--- config.mk ---
export PLATFORM = sky130hd
export DESIGN_NAME = fetch_pc_unit
export DESIGN_NICKNAME = d
export VERILOG_FILES = /design/src/rtl/fetch_pc_unit.sv
export SDC_FILE = /design/constraint.sdc
export NUM_CORES = 1
export LEC_CHECK = 0
export CAP_MARGIN = 25
export CORE_MARGIN = 1.5
export CORE_UTILIZATION = 53
export CTS_CLUSTER_SIZE = 10
export DETAILED_ROUTE_END_ITERATION = 12
export GPL_ROUTABILITY_DRIVEN = 0
export PLACE_DENSITY = 0.75
export SLEW_MARGIN = 20
export SYNTH_ARGS = -nofsm -noshare
export SYNTH_HDL_FRONTEND = slang
export SYNTH_SLANG_ARGS = --single-unit
export TNS_END_PERCENT = 100
--- constraint.sdc ---
create_clock -name CLK -period 10.7 [get_ports CLK]
set_input_delay 2.14 -clock CLK [delete_from_list [all_inputs] [get_ports CLK]]
set_output_delay 2.14 -clock CLK [all_outputs]
set_load 0.01 [all_outputs]
--- src/rtl/fetch_pc_unit.sv ---
// Fetch PC generator with BTB-driven next-PC, in-order prediction queue and mispredict redirect.
// Optional build macro FETCH_BP_STATS_EN adds saturating branch/mispredict counters.
module fetch_pc_unit #(
  parameter logic [31:0] RESET_PC    = 32'h0000_0000,
  parameter int unsigned QUEUE_DEPTH = 4
) (
  input  logic        CLK,
  input  logic        nRST,
  input  logic        stall,
  input  logic        ihit,
  output logic        imem_ren,
  output logic [31:0] imem_addr,
  output logic [31:0] bp_pc,
  input  logic        bp_predicted_outcome,
  input  logic [31:0] bp_predicted_target,
  output logic [31:0] bp_update_pc,
  output logic        bp_update_btb,
  output logic        bp_branch_outcome,
  output logic [31:0] bp_branch_target,
  output logic        fetch_valid,
  output logic [31:0] fetch_pc,
  output logic        fetch_pred_taken,
  input  logic        ex_resolve_valid,
  input  logic        ex_is_branch,
  input  logic        ex_taken,
  input  logic [31:0] ex_target,
`ifdef FETCH_BP_STATS_EN
  output logic [31:0] stat_branches,
  output logic [31:0] stat_mispredicts,
`endif
  output logic        flush,
  output logic        queue_full
);

  localparam int unsigned PTR_W = (QUEUE_DEPTH > 1) ? $clog2(QUEUE_DEPTH) : 1;
  localparam int unsigned CNT_W = PTR_W + 1;
  localparam logic [CNT_W-1:0] FULL_CNT = CNT_W'(QUEUE_DEPTH);

  logic [31:0]      pc_q, pc_d;
  logic [PTR_W-1:0] wr_ptr_q, wr_ptr_d, rd_ptr_q, rd_ptr_d;
  logic [CNT_W-1:0] count_q, count_d;
  logic             flush_q;

  logic [31:0] q_pc     [QUEUE_DEPTH];
  logic        q_taken  [QUEUE_DEPTH];
  logic [31:0] q_target [QUEUE_DEPTH];

  logic        upd_q;
  logic [31:0] upd_pc_q, upd_target_q;
  logic        upd_outcome_q;
  logic        upd_d;

  logic        issue, resolve, mispredict, push, pop;
  logic [31:0] head_pc, head_target, head_seq, actual_next, pred_next;
  logic        head_taken;

  assign queue_full = (count_q == FULL_CNT);
  assign imem_ren   = !stall && !queue_full && !flush_q;
  assign imem_addr  = pc_q;
  assign bp_pc      = pc_q;
  assign flush      = flush_q;

  assign issue   = imem_ren && ihit;
  assign resolve = ex_resolve_valid && (count_q != '0);

  assign head_pc     = q_pc[rd_ptr_q];
  assign head_taken  = q_taken[rd_ptr_q];
  assign head_target = q_target[rd_ptr_q];
  assign head_seq    = head_pc + 32'd4;
  assign actual_next = (ex_is_branch && ex_taken) ? ex_target : head_seq;
  assign pred_next   = head_taken ? head_target : head_seq;
  assign mispredict  = resolve && (actual_next != pred_next);

  // A mispredict squashes the same-cycle issue: it is shown to decode but never enqueued.
  assign push = issue && !mispredict;
  assign pop  = resolve && !mispredict;

  // Aliasing (predicted taken on a non-branch) also retrains the BTB.
  assign upd_d = resolve && (ex_is_branch || head_taken);

  assign fetch_valid      = issue;
  assign fetch_pc         = issue ? pc_q : 32'h0;
  assign fetch_pred_taken = issue && bp_predicted_outcome;

  assign bp_update_btb     = upd_q;
  assign bp_update_pc      = upd_pc_q;
  assign bp_branch_outcome = upd_outcome_q;
  assign bp_branch_target  = upd_target_q;

  always_comb begin
    pc_d     = pc_q;
    wr_ptr_d = wr_ptr_q;
    rd_ptr_d = rd_ptr_q;
    count_d  = count_q;
    if (mispredict) begin
      pc_d     = actual_next;
      wr_ptr_d = '0;
      rd_ptr_d = '0;
      count_d  = '0;
    end else begin
      if (issue) begin
        pc_d = bp_predicted_outcome ? bp_predicted_target : pc_q + 32'd4;
      end
      wr_ptr_d = wr_ptr_q + PTR_W'(push);
      rd_ptr_d = rd_ptr_q + PTR_W'(pop);
      count_d  = count_q + CNT_W'(push) - CNT_W'(pop);
    end
  end

  always_ff @(posedge CLK or negedge nRST) begin
    if (!nRST) begin
      pc_q          <= RESET_PC;
      wr_ptr_q      <= '0;
      rd_ptr_q      <= '0;
      count_q       <= '0;
      flush_q       <= 1'b0;
      upd_q         <= 1'b0;
      upd_pc_q      <= 32'h0;
      upd_outcome_q <= 1'b0;
      upd_target_q  <= 32'h0;
    end else begin
      pc_q     <= pc_d;
      wr_ptr_q <= wr_ptr_d;
      rd_ptr_q <= rd_ptr_d;
      count_q  <= count_d;
      flush_q  <= mispredict;
      upd_q    <= upd_d;
      if (upd_d) begin
        upd_pc_q      <= head_pc;
        upd_outcome_q <= ex_is_branch && ex_taken;
        upd_target_q  <= ex_target;
      end
    end
  end

  // Entry storage needs no reset; occupancy is tracked by the pointers and count.
  always_ff @(posedge CLK) begin
    if (push) begin
      q_pc[wr_ptr_q]     <= pc_q;
      q_taken[wr_ptr_q]  <= bp_predicted_outcome;
      q_target[wr_ptr_q] <= bp_predicted_target;
    end
  end

`ifdef FETCH_BP_STATS_EN
  logic [31:0] stat_br_q, stat_mp_q;

  always_ff @(posedge CLK or negedge nRST) begin
    if (!nRST) begin
      stat_br_q <= 32'h0;
      stat_mp_q <= 32'h0;
    end else begin
      if (resolve && ex_is_branch && (stat_br_q != 32'hFFFF_FFFF)) begin
        stat_br_q <= stat_br_q + 32'd1;
      end
      if (mispredict && (stat_mp_q != 32'hFFFF_FFFF)) begin
        stat_mp_q <= stat_mp_q + 32'd1;
      end
    end
  end

  assign stat_branches    = stat_br_q;
  assign stat_mispredicts = stat_mp_q;
`endif

endmodule

==> reports/results.tsv, run 1 <==
metric	value	unit
H-Tree Depth	2	
initial antenna violation count	0	
num ports	239	
Hold Path Sink	bp_update_pc[16]$_DFFE_PN0P_	
Tot Pwr	5.216	mW
die area	35100	um2
hold_sp	bp_update_pc[16]$_DFFE_PN0P_	
router iterations before antenna repair	9	
vias in the first global route	12823	
Worst Clk Skew	0.01561	ns
Final Hold Fails	0	
antenna viol nets, final	0	
Syn Inst Count	1464	
leading cell type in the layout, fill and taps excluded	edfxtp_1	
pin count of the biggest net entering global routing	70	
Non-Filler Instances	2132	
Routed met1 length	21.83	mm
critical path class	reg2reg	
die width	187.3	um
area leader, netlist	edfxtp_1	
most frequent cells in the layout	edfxtp_1 (260), nand2_1 (248), clkdlybuf4s50_1 (236), dfrtp_1 (104), o21ai_0 (78)	
Hold Path Cell Cnt	2	
CTS tree	built	
Yosys top cell area share	0.4335	
share of cells above drive strength 1	0.09976	
crit share post-route	0.7112	
worst reg2reg path endpoint	q_pc[3][3]$_DFFE_PP_	
Slew HR	0.3174	
setup total negative slack	0	ns
uppermost routed layer	met4	
met3 routed WL	6.386	mm
Mapped Area	18010	um2
Tmin final	7.610	ns
path depth of the worst reg2reg path	13	
first-pass GRT wire length	81.12	mm
unrepaired setup endpoints after global routing	false	
hold-fix buffer count after cts	0	
Synth Register Bits	366	
placed cells	2050	
initial core utilization	0.5371	
max incr delay on CP	1.06	ns
Post-CTS Resized	0	
reg2reg start	rd_ptr_q[0]$_DFF_PN0_	
initial detailed-routing violation count	1778	
Post-Route Hold Slack	0.4689	ns
Synth async-reset ratio	0.2896	
routed wire length	54.26	mm
FF-to-FF setup slack	3.09	ns
ant diodes	0	
routed vias/inst	6.306	
syn avg cell area	12.30	um2
ys flop type	edfxtp_1	
worst vdd ir	0.1578	mV
worst hold path type	reg2reg	
post-synthesis sequential area ratio	0.5808	
Slew Viols, Final	0	
detailed-route via count	13444	
Layout Nets	1726	
crit path launch type	flop	
die height	187.3	um
Slew @ Worst Pin	1.024	ns
Core Rows	67	
setup bufs post-CTS	0	
# DRC	0	
Post-Syn Nets	1541	
Distinct cells, synth	81	
Buf/Inv on CP	2	
pwr/cell area	239.4	nW/um2
outcome	completed	
crit path max fanout	46	
crit-path leading delay family	simple AND/OR/NAND/NOR gates	
synth-to-layout area growth	20.96	%
Worst-Skew Late Latency	0.54	ns
slowest CP cell	dfrtp_4	
Final Setup Violations	0	
crit path DAT	7.77	ns
clk root buf	clkbuf_16	
Num CTS Buffers	43	
MaxCap Viol Count	0	
CTS max path bufs	3	
grt ovf	0	
DP HPWL	37.80	mm
CP Cell Sequence	buf_4, mux4_2, nand4_1, nor4_1, nand3_1, mux2i_1, a2111oi_0, a21oi_1, a2111oi_0, nand4_1, a21oi_4, and3_2, buf_4	
core area	33530	um2
Critical Path End Type	flop	
metal2 WL	24.18	mm
ranking of synthesized cells by area	edfxtp_1 (43%), dfrtp_1 (15%), mux4_2 (8.1%)	
leakage	8.006	nW
Req. time, crit path	10.86	ns
FMAX	0.1314	GHz
Ys Warns	0	
Wirelength per Cell	25.45	um
All-Layer GR Usage	0.3090	
Post-synth EDFFs	260	
port bufs	238	
Final Core Density	0.6497	
clk slew on worst S/H paths	0.05	ns
TritonCTS Sinks	366	
power by group:
| part | internal, mW | total, mW | switching [mW] |
|---|---|---|---|
| registers | 1.87 | 2.22 | 0.350 |
| clock network | 0.790 | 1.35 | 0.556 |
| logic | 0.798 | 1.65 | 0.853 |
| total | 3.46 | 5.22 | 1.76 |
synthesized netlist by cell type, types with 4 or more instances:
master and count:
edfxtp_1 260, nand2_1 248, dfrtp_1 106, o21ai_0 78, nor2_1 69, mux4_2 65, a21oi_1 58, xnor2_1 56
and3_1 49, clkbuf_1 46, mux2i_1 46, nand3_1 41, buf_4 39, xor2_1 29, buf_2 18, inv_1 16
nor3_1 16, nand4_1 15, nor4_1 14, and2_1 12, mux2_2 11, nand2b_1 11, a31oi_1 10, o22ai_1 9
buf_1 8, o211ai_1 7, and4_1 6, o31ai_1 6, or3_1 6, a2111oi_0 5, a211oi_1 5, a22oi_1 5
nor2b_1 5, a32oi_1 4, buf_6 4, ha_1 4, nor3b_1 4, xnor3_1 4
worst max-delay path by stage:
| stage | to | slack [ns] | startpoint | cells after the start |
|---|---|---|---|---|
| after floorplan | q_pc[0][0]$_DFFE_PP_ | 0.89 | ex_is_branch | 13 |
| after global placement | q_target[1][31]$_DFFE_PP_ | 2.98 | ex_is_branch | 14 |
| after detailed placement | q_target[3][0]$_DFFE_PP_ | 2.86 | ex_is_branch | 14 |
| after CTS | q_pc[3][3]$_DFFE_PP_ | 3.25 | rd_ptr_q[0]$_DFF_PN0_ | 13 |
| after global routing | q_target[3][28]$_DFFE_PP_ | 2.57 | rd_ptr_q[0]$_DFF_PN0_ | 13 |
| final | q_pc[3][3]$_DFFE_PP_ | 3.09 | rd_ptr_q[0]$_DFF_PN0_ | 13 |
per-layer routing:
metal | vias to the layer above | GRT usage
li1 | 5779 | -
met1 | 6598 | 0.4492
met2 | 930 | 0.4640
met3 | 137 | 0.06979
met4 | 0 | 0.09988
met5 | - | 0
metrics by stage:
step                instance area (um2)  setup slack (ns)
floorplan                         18010            0.8864
global placement                  20440             2.979
detailed placement                20450             2.858
CTS                               21740             3.249
global route                      21780             2.574
finish                            21780             3.090
cell families after synthesis:
kind of cell,after synthesis,share of synthesized area
flops,366,0.5808
xor+xnor,89,0.04634
mux,122,0.1137
simple gates,520,0.1371
fa+ha+maj,5,0.003891
buf+inv,135,0.04016
compound gates,227,0.07802
area by class of cell:
type,instances,area [um2]
clock buffers,77,1255
clock inverters,3,33.78
fillers,2493,11750
inverters,18,67.56
multi-input cells,963,6855
flip-flops and latches,366,10470
well taps,448,560.5
repair buffers,257,2547
state kept, by name, summed over array words and instances, names as in the netlist, 2 cells and up:
name	flops
bp_branch_target	32
count_q	3
q_target	128
q_pc	128
rd_ptr_q	2
bp_update_pc	32
q_taken	4
bp_pc	32
wr_ptr_q	2
worst min-delay path: cells and delay by family, from the launching register on:
kind             cells  cell delay [ns]
flip-flops           1             0.34
AND/OR/NAND/NOR      2             0.10
Note: power is estimated with default switching activity, not from simulation.
==> run 2, diff against run 1 <==
==> constraint.sdc (replaced) <==
create_clock -name CLK -period 7.9 [get_ports CLK]
set_input_delay 1.58 -clock CLK [delete_from_list [all_inputs] [get_ports CLK]]
set_output_delay 1.58 -clock CLK [all_outputs]
set_load 0.01 [all_outputs]
==> run 2 against run 1 <==
Hold slack better by 0.0025 ns. Cell area increased by 0.25%. Final cell count is essentially flat. Maximum frequency up 11%. Non-clock buffer count increased by 3. Wire length increased by 0.93%. Sequential power up 36%. Total power rose by 35%.
==> reports/results.tsv, run 2 (synthesis gave the netlist of run 1 again) <==
metric	value	unit	change
first-pass GRT wire length	81.72	mm	+0.74%
placed cells	2054		+0.20%
Final Hold Fails	0		unchanged
FMAX	0.1459	GHz	+11%
clk root buf	clkbuf_16		
grt ovf	0		unchanged
Worst Clk Skew	0.02314	ns	+0.007532 ns
num ports	239		unchanged
core area	33530	um2	unchanged
critical path class	reg2reg		
Post-CTS Resized	0		unchanged
CTS tree	built		
DP HPWL	38.14	mm	+0.89%
port bufs	238		unchanged
crit path max fanout	40		-13%
leakage	8.029	nW	+0.28%
antenna viol nets, final	0		unchanged
leading cell type in the layout, fill and taps excluded	edfxtp_1		
initial core utilization	0.5371		unchanged
setup total negative slack	0	ns	unchanged
All-Layer GR Usage	0.3117		+0.002697
max incr delay on CP	0.82	ns	-0.24 ns
met3 routed WL	7.020	mm	+9.9%
Critical Path End Type	flop		
CTS max path bufs	3		unchanged
TritonCTS Sinks	366		unchanged
detailed-route via count	13495		+0.38%
crit-path leading delay family	simple AND/OR/NAND/NOR gates		
routed vias/inst	6.324		+0.29%
hold-fix buffer count after cts	0		unchanged
Core Rows	67		unchanged
router iterations before antenna repair	6		-3
FF-to-FF setup slack	1.04	ns	-2.05 ns
crit path DAT	7.07	ns	-0.70 ns
most frequent cells in the layout	edfxtp_1 (260), nand2_1 (248), clkdlybuf4s50_1 (236), dfrtp_1 (104), o21ai_0 (78)		
pin count of the biggest net entering global routing	70		unchanged
die area	35100	um2	unchanged
Req. time, crit path	8.11	ns	-2.75 ns
Slew Viols, Final	0		unchanged
Slew HR	0.4416		+0.1242
clk slew on worst S/H paths	0.06	ns	about the same
worst hold path type	reg2reg		
pwr/cell area	323.2	nW/um2	+35%
CP Cell Sequence	mux4_2, ha_1, nand4_1, nor4_1, nand3_1, mux2i_1, a2111oi_0, a21oi_1, a2111oi_0, nand4_1, a21oi_4, and3_2, buf_12		
Final Setup Violations	0		unchanged
worst vdd ir	0.2066	mV	+31%
initial antenna violation count	0		unchanged
setup bufs post-CTS	0		unchanged
slowest CP cell	dfrtp_2		
Non-Filler Instances	2134		+0.094%
# DRC	0		unchanged
Post-Route Hold Slack	0.4713	ns	+0.002465 ns
vias in the first global route	12759		-0.50%
die width	187.3	um	unchanged
Worst-Skew Late Latency	0.54	ns	about the same
unrepaired setup endpoints after global routing	false		
synth-to-layout area growth	21.27	%	
Buf/Inv on CP	1		-1
Routed met1 length	21.35	mm	-2.2%
Num CTS Buffers	43		unchanged
share of cells above drive strength 1	0.1020		+0.002254
initial detailed-routing violation count	1787		+0.51%
MaxCap Viol Count	0		unchanged
Final Core Density	0.6513		+0.001642
Regs by FF count	q_pc: 128 flops, q_target: 128 flops		
H-Tree Depth	2		unchanged
crit share post-route	0.8677		+0.1565
die height	187.3	um	unchanged
Tmin final	6.855	ns	-0.7549 ns
uppermost routed layer	met4		
outcome	completed		
ant diodes	0		unchanged
metal2 WL	24.08	mm	-0.45%
Slew @ Worst Pin	0.8300	ns	-0.1939 ns
routed wire length	54.77	mm	+0.93%
Wirelength per Cell	25.66	um	+0.84%
Layout Nets	1729		+0.17%
crit path launch type	flop		
## run 2: cell count changes in the layout (fill, tap and decap cells not counted), moves of 2 or more
cell,previous run,this run
nor3b_2,2,0
nor3b_4,0,2
clkbuf_1,30,28
buf_12,1,4
## run 2: routing by layer
layer	global-route usage	vias to the layer above
li1	-	5785
met1	0.4425	6598
met2	0.4598	961
met3	0.08443	151
met4	0.1213	0
met5	0	-
## run 2: layout make-up
cell class	instances	area [um2]
fillers	2465	11690
multi-input cells	963	6868
clock buffers	76	1261
clock inverters	3	30.03
flip-flops and latches	366	10470
repair buffers	260	2587
well taps	448	560.5
inverters	18	67.56
## run 2: path summary, 6_finish.rpt
| path | cells after the start | end | from |
|---|---|---|---|
| max | 13 | q_target[1][8]$_DFFE_PP_ | rd_ptr_q[1]$_DFF_PN0_ |
| min | 2 | bp_update_pc[15]$_DFFE_PN0P_ | bp_update_pc[15]$_DFFE_PN0P_ |
| max reg2reg | 13 | q_target[1][8]$_DFFE_PP_ | rd_ptr_q[1]$_DFF_PN0_ |
| min reg2reg | 2 | bp_update_pc[15]$_DFFE_PN0P_ | bp_update_pc[15]$_DFFE_PN0P_ |
| max in group asynchronous | 2 | bp_branch_target[7]$_DFFE_PN0P_ | nRST |
| min in group asynchronous | 1 | bp_update_btb$_DFF_PN0_ | nRST |
## run 2: per-stage QoR
| step | worst slack (ns) | instance area (um2) | total power [mW] |
|---|---|---|---|
| final | 1.045 | 21840 | 7.059 |
| after floorplan | 0.9862 | 18020 | 4.040 |
| after CTS | 1.315 | 21830 | 7.047 |
| after global placement | 1.398 | 20540 | 5.173 |
| after global routing | 0.8082 | 21840 | 7.333 |
| after detailed placement | 1.318 | 20540 | 5.230 |
## run 2: tightest hold or removal path, stage by stage (launching register included)
cell and delay (ns):
dfrtp_1 0.34, nand2_1 0.05, nand2_1 0.05
## run 2: where the power goes
group          internal (mW)  total, mW  switching [mW]
registers               2.53       3.01           0.476
logic                   1.07       2.23            1.16
clock network           1.08       1.82           0.743
total                   4.68       7.06            2.38
